`src/rtl/servant_arbiter_rr.sv`:
```
// Wishbone N:1 arbiter: round-robin or fixed priority, one transfer per grant,
// a one-cycle HOLD after each transfer and an optional BUSY timeout with error pulse.
module servant_arbiter_rr #(
    parameter int NUM_MASTERS = 3,
    parameter int AW          = 32,
    parameter int DW          = 32,
    parameter     MODE        = "RR",
    parameter int TIMEOUT     = 255
) (
    input  logic                          i_clk,
    input  logic                          i_rst,
    input  logic [NUM_MASTERS*AW-1:0]     i_wb_m_adr,
    input  logic [NUM_MASTERS*DW-1:0]     i_wb_m_dat,
    input  logic [NUM_MASTERS*DW/8-1:0]   i_wb_m_sel,
    input  logic [NUM_MASTERS-1:0]        i_wb_m_we,
    input  logic [NUM_MASTERS-1:0]        i_wb_m_cyc,
    output logic [DW-1:0]                 o_wb_m_rdt,
    output logic [NUM_MASTERS-1:0]        o_wb_m_ack,
    output logic [NUM_MASTERS-1:0]        o_wb_m_err,
    output logic [AW-1:0]                 o_wb_s_adr,
    output logic [DW-1:0]                 o_wb_s_dat,
    output logic [DW/8-1:0]               o_wb_s_sel,
    output logic                          o_wb_s_we,
    output logic                          o_wb_s_cyc,
    input  logic [DW-1:0]                 i_wb_s_rdt,
    input  logic                          i_wb_s_ack,
    output logic [NUM_MASTERS-1:0]        o_grant,
    output logic                          o_busy
);

    localparam int SW  = DW / 8;
    localparam int IW  = $clog2(NUM_MASTERS);
    localparam int CW  = (TIMEOUT < 2) ? 1 : $clog2(TIMEOUT + 1);
    localparam bit FIXED_PRIO = (MODE == "FIXED");
    localparam logic [CW-1:0] TO_LAST  = (TIMEOUT == 0) ? '0 : CW'(TIMEOUT - 1);
    localparam logic [IW-1:0] LAST_IDX = IW'(NUM_MASTERS - 1);

    typedef enum logic [1:0] {IDLE, BUSY, HOLD} state_t;

    state_t                  state_q, state_d;
    logic [NUM_MASTERS-1:0]  grant_q, grant_d;
    logic [IW-1:0]           gidx_q, gidx_d;
    logic [IW-1:0]           ptr_q, ptr_d;
    logic [CW-1:0]           cnt_q, cnt_d;

    logic [AW-1:0]           m_adr [NUM_MASTERS];
    logic [DW-1:0]           m_dat [NUM_MASTERS];
    logic [SW-1:0]           m_sel [NUM_MASTERS];

    logic                    win_found;
    logic [IW-1:0]           win_idx;
    logic                    g_cyc;
    logic                    tmo_hit;

    genvar gi;
    generate
        for (gi = 0; gi < NUM_MASTERS; gi++) begin : g_unpack
            assign m_adr[gi] = i_wb_m_adr[gi*AW +: AW];
            assign m_dat[gi] = i_wb_m_dat[gi*DW +: DW];
            assign m_sel[gi] = i_wb_m_sel[gi*SW +: SW];
        end
    endgenerate

    assign g_cyc   = i_wb_m_cyc[gidx_q];
    assign tmo_hit = (TIMEOUT != 0) && (cnt_q == TO_LAST);

    // Search upward from ptr (or from 0 in fixed mode) for the first requester.
    always_comb begin
        int            cand;
        logic [IW-1:0] cand_idx;
        cand      = 0;
        cand_idx  = '0;
        win_found = 1'b0;
        win_idx   = '0;
        for (int k = 0; k < NUM_MASTERS; k++) begin
            cand     = FIXED_PRIO ? k : (int'(ptr_q) + k) % NUM_MASTERS;
            cand_idx = IW'(cand);
            if (!win_found && i_wb_m_cyc[cand_idx]) begin
                win_found = 1'b1;
                win_idx   = cand_idx;
            end
        end
    end

    always_ff @(posedge i_clk) begin
        if (i_rst) begin
            state_q <= IDLE;
            grant_q <= '0;
            gidx_q  <= '0;
            ptr_q   <= '0;
            cnt_q   <= '0;
        end else begin
            state_q <= state_d;
            grant_q <= grant_d;
            gidx_q  <= gidx_d;
            ptr_q   <= ptr_d;
            cnt_q   <= cnt_d;
        end
    end

    always_comb begin
        state_d = state_q;
        grant_d = grant_q;
        gidx_d  = gidx_q;
        ptr_d   = ptr_q;
        cnt_d   = cnt_q;
        case (state_q)
            IDLE: begin
                if (win_found) begin
                    grant_d          = '0;
                    grant_d[win_idx] = 1'b1;
                    gidx_d           = win_idx;
                    cnt_d            = '0;
                    state_d          = BUSY;
                end
            end
            BUSY: begin
                // Ack, master abort and timeout all end the transfer the same way.
                if ((g_cyc && i_wb_s_ack) || !g_cyc || tmo_hit) begin
                    grant_d = '0;
                    ptr_d   = (gidx_q == LAST_IDX) ? '0 : gidx_q + IW'(1);
                    state_d = HOLD;
                end else if (cnt_q != {CW{1'b1}}) begin
                    cnt_d = cnt_q + CW'(1);
                end
            end
            HOLD:    state_d = IDLE;
            default: state_d = IDLE;
        endcase
    end

    always_comb begin
        o_busy     = (state_q == BUSY);
        o_wb_s_cyc = 1'b0;
        o_wb_s_we  = 1'b0;
        o_wb_s_adr = m_adr[gidx_q];
        o_wb_s_dat = m_dat[gidx_q];
        o_wb_s_sel = m_sel[gidx_q];
        o_wb_m_ack = '0;
        o_wb_m_err = '0;
        if (state_q == BUSY) begin
            o_wb_s_cyc = g_cyc;
            o_wb_s_we  = i_wb_m_we[gidx_q];
            // Reset in flight abandons the transfer without any response.
            if (g_cyc && !i_rst) begin
                o_wb_m_ack[gidx_q] = i_wb_s_ack;
                o_wb_m_err[gidx_q] = tmo_hit && !i_wb_s_ack;
            end
        end
    end

    assign o_grant    = grant_q;
    assign o_wb_m_rdt = i_wb_s_rdt;

endmodule

```
`config.mk`:
```
export PLATFORM = sky130hd
export DESIGN_NAME = servant_arbiter_rr
export DESIGN_NICKNAME = d
export VERILOG_FILES = /design/src/rtl/servant_arbiter_rr.sv
export SDC_FILE = /design/constraint.sdc
export NUM_CORES = 1
export LEC_CHECK = 0
export BUFFER_PORTS_ARGS = -buffer_cell sky130_fd_sc_hd__buf_2
export CAP_MARGIN = 40
export CORE_AREA = 2 2 137 139
export CTS_CLUSTER_SIZE = 16
export DETAILED_ROUTE_END_ITERATION = 10
export DIE_AREA = 0 0 139 141
export PLACE_DENSITY = 0.55
export SLEW_MARGIN = 20
export SYNTH_ARGS = -nofsm -noshare
export SYNTH_HDL_FRONTEND = slang
export SYNTH_SLANG_ARGS = --single-unit
export TNS_END_PERCENT = 10
```
`constraint.sdc`:
```
create_clock -name i_clk -period 6.5 [get_ports i_clk]
set_input_delay 0 -clock i_clk [delete_from_list [all_inputs] [get_ports i_clk]]
set_output_delay 0 -clock i_clk [all_outputs]
set_load 0.02 [all_outputs]
```
==> results.md <==
- Status: completed
- Flop2flop setup slack: 3.93 ns
- IO Port Bufs: 292
- First-pass GRT wire length: 17320 microns
- Netlist Area Pre-Place: 2803 sq um
- Post-synth top flop: dfxtp_1
- WS Path Type: reg2out
- Die H: 141 microns
- Setup tns final: 0 ns
- CTS buffer count: 3
- Syn Area/Cell: 6.753 sq um
- Asr flop ratio synth: 0%
- CTS-repair resized insts: 0
- Core Area: 18270 sq um
- Antenna Cells: 0
- Reg area: 345.3 sq um
- RePlAce Congestion: 0.8329
- CP Capture Type: primary output
- Total GRT Usage: 10.67%
- Power density cells: 200.7 nW/um^2
- Peak supply drop: 85.58 uV
- Register area share after synthesis: 12.14%
- Worst hold path class: in2out
- Setup crit start kind: flip-flop
- Worst Path Arrival: 2.80 ns
- Max_slew headroom: 47.99%
- Worst Hold Depth: 0
- Static leakage: 1.896 nW
- Drt total wl: 11830 microns
- CTS Hold Bufs: 0
- Pin count of the biggest net entering global routing: 77
- Cells on worst reg2reg path: 6
- Endpoints failing hold: 0
- # H-tree levels: 1
- Detailed Routing Iterations Pass 1: 4
- Max frequency: 356.8 MHz
- Full die area: 19600 sq um
- Clock transition at path regs: 0.05 ns
- Tcrit/Tclk final: 43.12%
- Syn Nets: 666
- Vias in the first global route: 3480
- Via count: 3795
- Grt total ovfl: 0
- Post-synth cell types: 37
- Hold Crit Endpoint: o_wb_m_rdt[14]
- Clock Skew: 0.002100 ns
- # DRC: 0
- RR Endpoint: ptr_q[0]
- Clk_lat worst skew: 0.25 ns
- Final #Nets: 903
- Most frequent cells in the layout: buf_2 (292), nand2_1 (80), mux2i_1 (74), o21ai_0 (74), nor2_1 (18)
- Initial DRC count: 115
- Vias per cell: 4.288
- Clock Tree Buf Depth: 2
- Die X: 139 microns
- Max-cap violations: 0
- Number of fill cells in the layout: 2061
- Final WS setup: 3.697 ns
- Row count: 50
- Clock tree sinks: 17
- Setup Fix Bufs, Post-CTS: 0
- Clock Root Buffer: clkbuf_16
- Commonest non-fill, non-tap cell in the layout: buf_2
- Initial antenna violation count: 0
- Crit path max fanout: 40
- Req. time, crit path: 6.50 ns
- EDFF count, synth: 0
- Synth warn: 0
- Final setup vio count: 0
- Initial core utilization: 15.34%
- CTS tree: built
- Hold Path Origin: i_wb_s_rdt[14]
- Multi-input combinational cell area: 2074 sq um
- Hpwl dp: 9514 microns
- Pre-CTS WS: 3.912 ns
- Worst-Margin Slew: 0.7735 ns
- Worst R2R Start: gidx_q[0]
- P&R area growth vs syn: 53.66%
- Top Ports: 357
- Period minus WS final: 2.803 ns
- DRT antenna net count: 0
- Number of synthesized register bits: 17
- Max Slew Vio Count: 0
- DR WL/cell: 13.36 microns
- RSZ-0062 raised after global routing: no
- Syn Inst Count: 415
- Share of layout cells above drive strength 1: 47.00%
==> critical path, cell delays in order (launching register included) <==
cell and delay (ns):
dfxtp_4 0.72, buf_4 0.66, nor2b_4 0.08, a2bb2oi_2 0.32
or3_1 0.26, nand3b_1 0.21, nor3_1 0.09, buf_2 0.20
==> metal layers <==
metal  vias to the layer above  track usage (%)  wire [microns]
li1                       1900                -               -
met1                      1662            13.06            4746
met2                       206            18.69            5646
met3                        27            2.106            1116
met4                         0            3.721             317
met5                         -                0               0
==> stage by stage <==
step | utilization [%] | instance area, sq um | hold slack [ns] | instances | power, mW
global placement | 23.14 | 4227 | 0.0001367 | 881 | 0.7451
finish | 23.58 | 4307 | 0.000007769 | 885 | 0.8645
global route | 23.58 | 4307 | 0.00002927 | 885 | 0.9257
floorplan | - | 2803 | 0.1126 | 415 | 0.5536
detailed placement | 23.14 | 4227 | 0.0001367 | 881 | 0.7440
CTS | 23.58 | 4307 | 0.0001367 | 885 | 0.8719
==> where the power goes <==
part           switching (mW)  internal (mW)  total [mW]
Combinational           0.357          0.237       0.594
Clock                  0.0435         0.0825       0.126
Sequential             0.0289          0.116       0.145
==> cell families (layout without fill, tap and decap cells) <==
logic type | after synthesis | in the layout | share of synthesized area, %
DFF | 17 | 17 | 12.14
adders and majority gates | 6 | 6 | 2.679
AOI/OAI and AO/OA | 103 | 103 | 20.54
muxes | 75 | 75 | 26.83
and+or+nand+nor | 141 | 141 | 22.77
buffers and inverters | 70 | 306 | 14.11
xor gates and xnor gates | 3 | 3 | 0.9377
==> cell usage after synthesis (all sizes together) (5+ instances only) <==
cell / n / area (sq um)
clkbuf: 19 / 71.32
buf: 45 / 301.5
ha: 6 / 75.07
inv: 6 / 22.52
a21oi: 11 / 55.05
o31ai: 7 / 52.55
nand2: 80 / 300.3
o21ai: 75 / 375.4
mux2i: 74 / 740.7
nor2b: 7 / 43.79
dfxtp: 17 / 340.3
nor2: 18 / 67.56
nand3: 5 / 25.02
nor3: 6 / 30.03
==> sequential cells by signal, indices dropped and copies added, names as in the netlist <==
| name | cells |
|---|---|
| ptr_q | 2 |
| gidx_q | 2 |
| o_grant | 3 |
| cnt_q | 8 |
| state_q | 2 |
==> worst max path at each step <==
stage	start	to	slack [ns]	depth (start not counted)
2_1_floorplan	ptr_q[0]	state_q[0]	4.38	9
3_3_place_gp	gidx_q[0]	ptr_q[0]	3.90	6
3_5_place_dp	gidx_q[0]	ptr_q[0]	3.91	6
4_1_cts	gidx_q[0]	o_wb_m_err[0]	3.68	7
5_1_grt	gidx_q[0]	o_wb_m_err[0]	3.49	7
6_report	gidx_q[0]	o_wb_m_err[0]	3.70	7
==> layout make-up <==
class	instances	share of cell area (%)
inverters	6	0.5230
clock buffers	3	1.743
repair buffers	296	34.63
well taps	234	6.798
multi-input cells	328	48.17
flip-flops and latches	17	8.019
clock inverters	1	0.1162
Power figures use the tool's default switching activity.
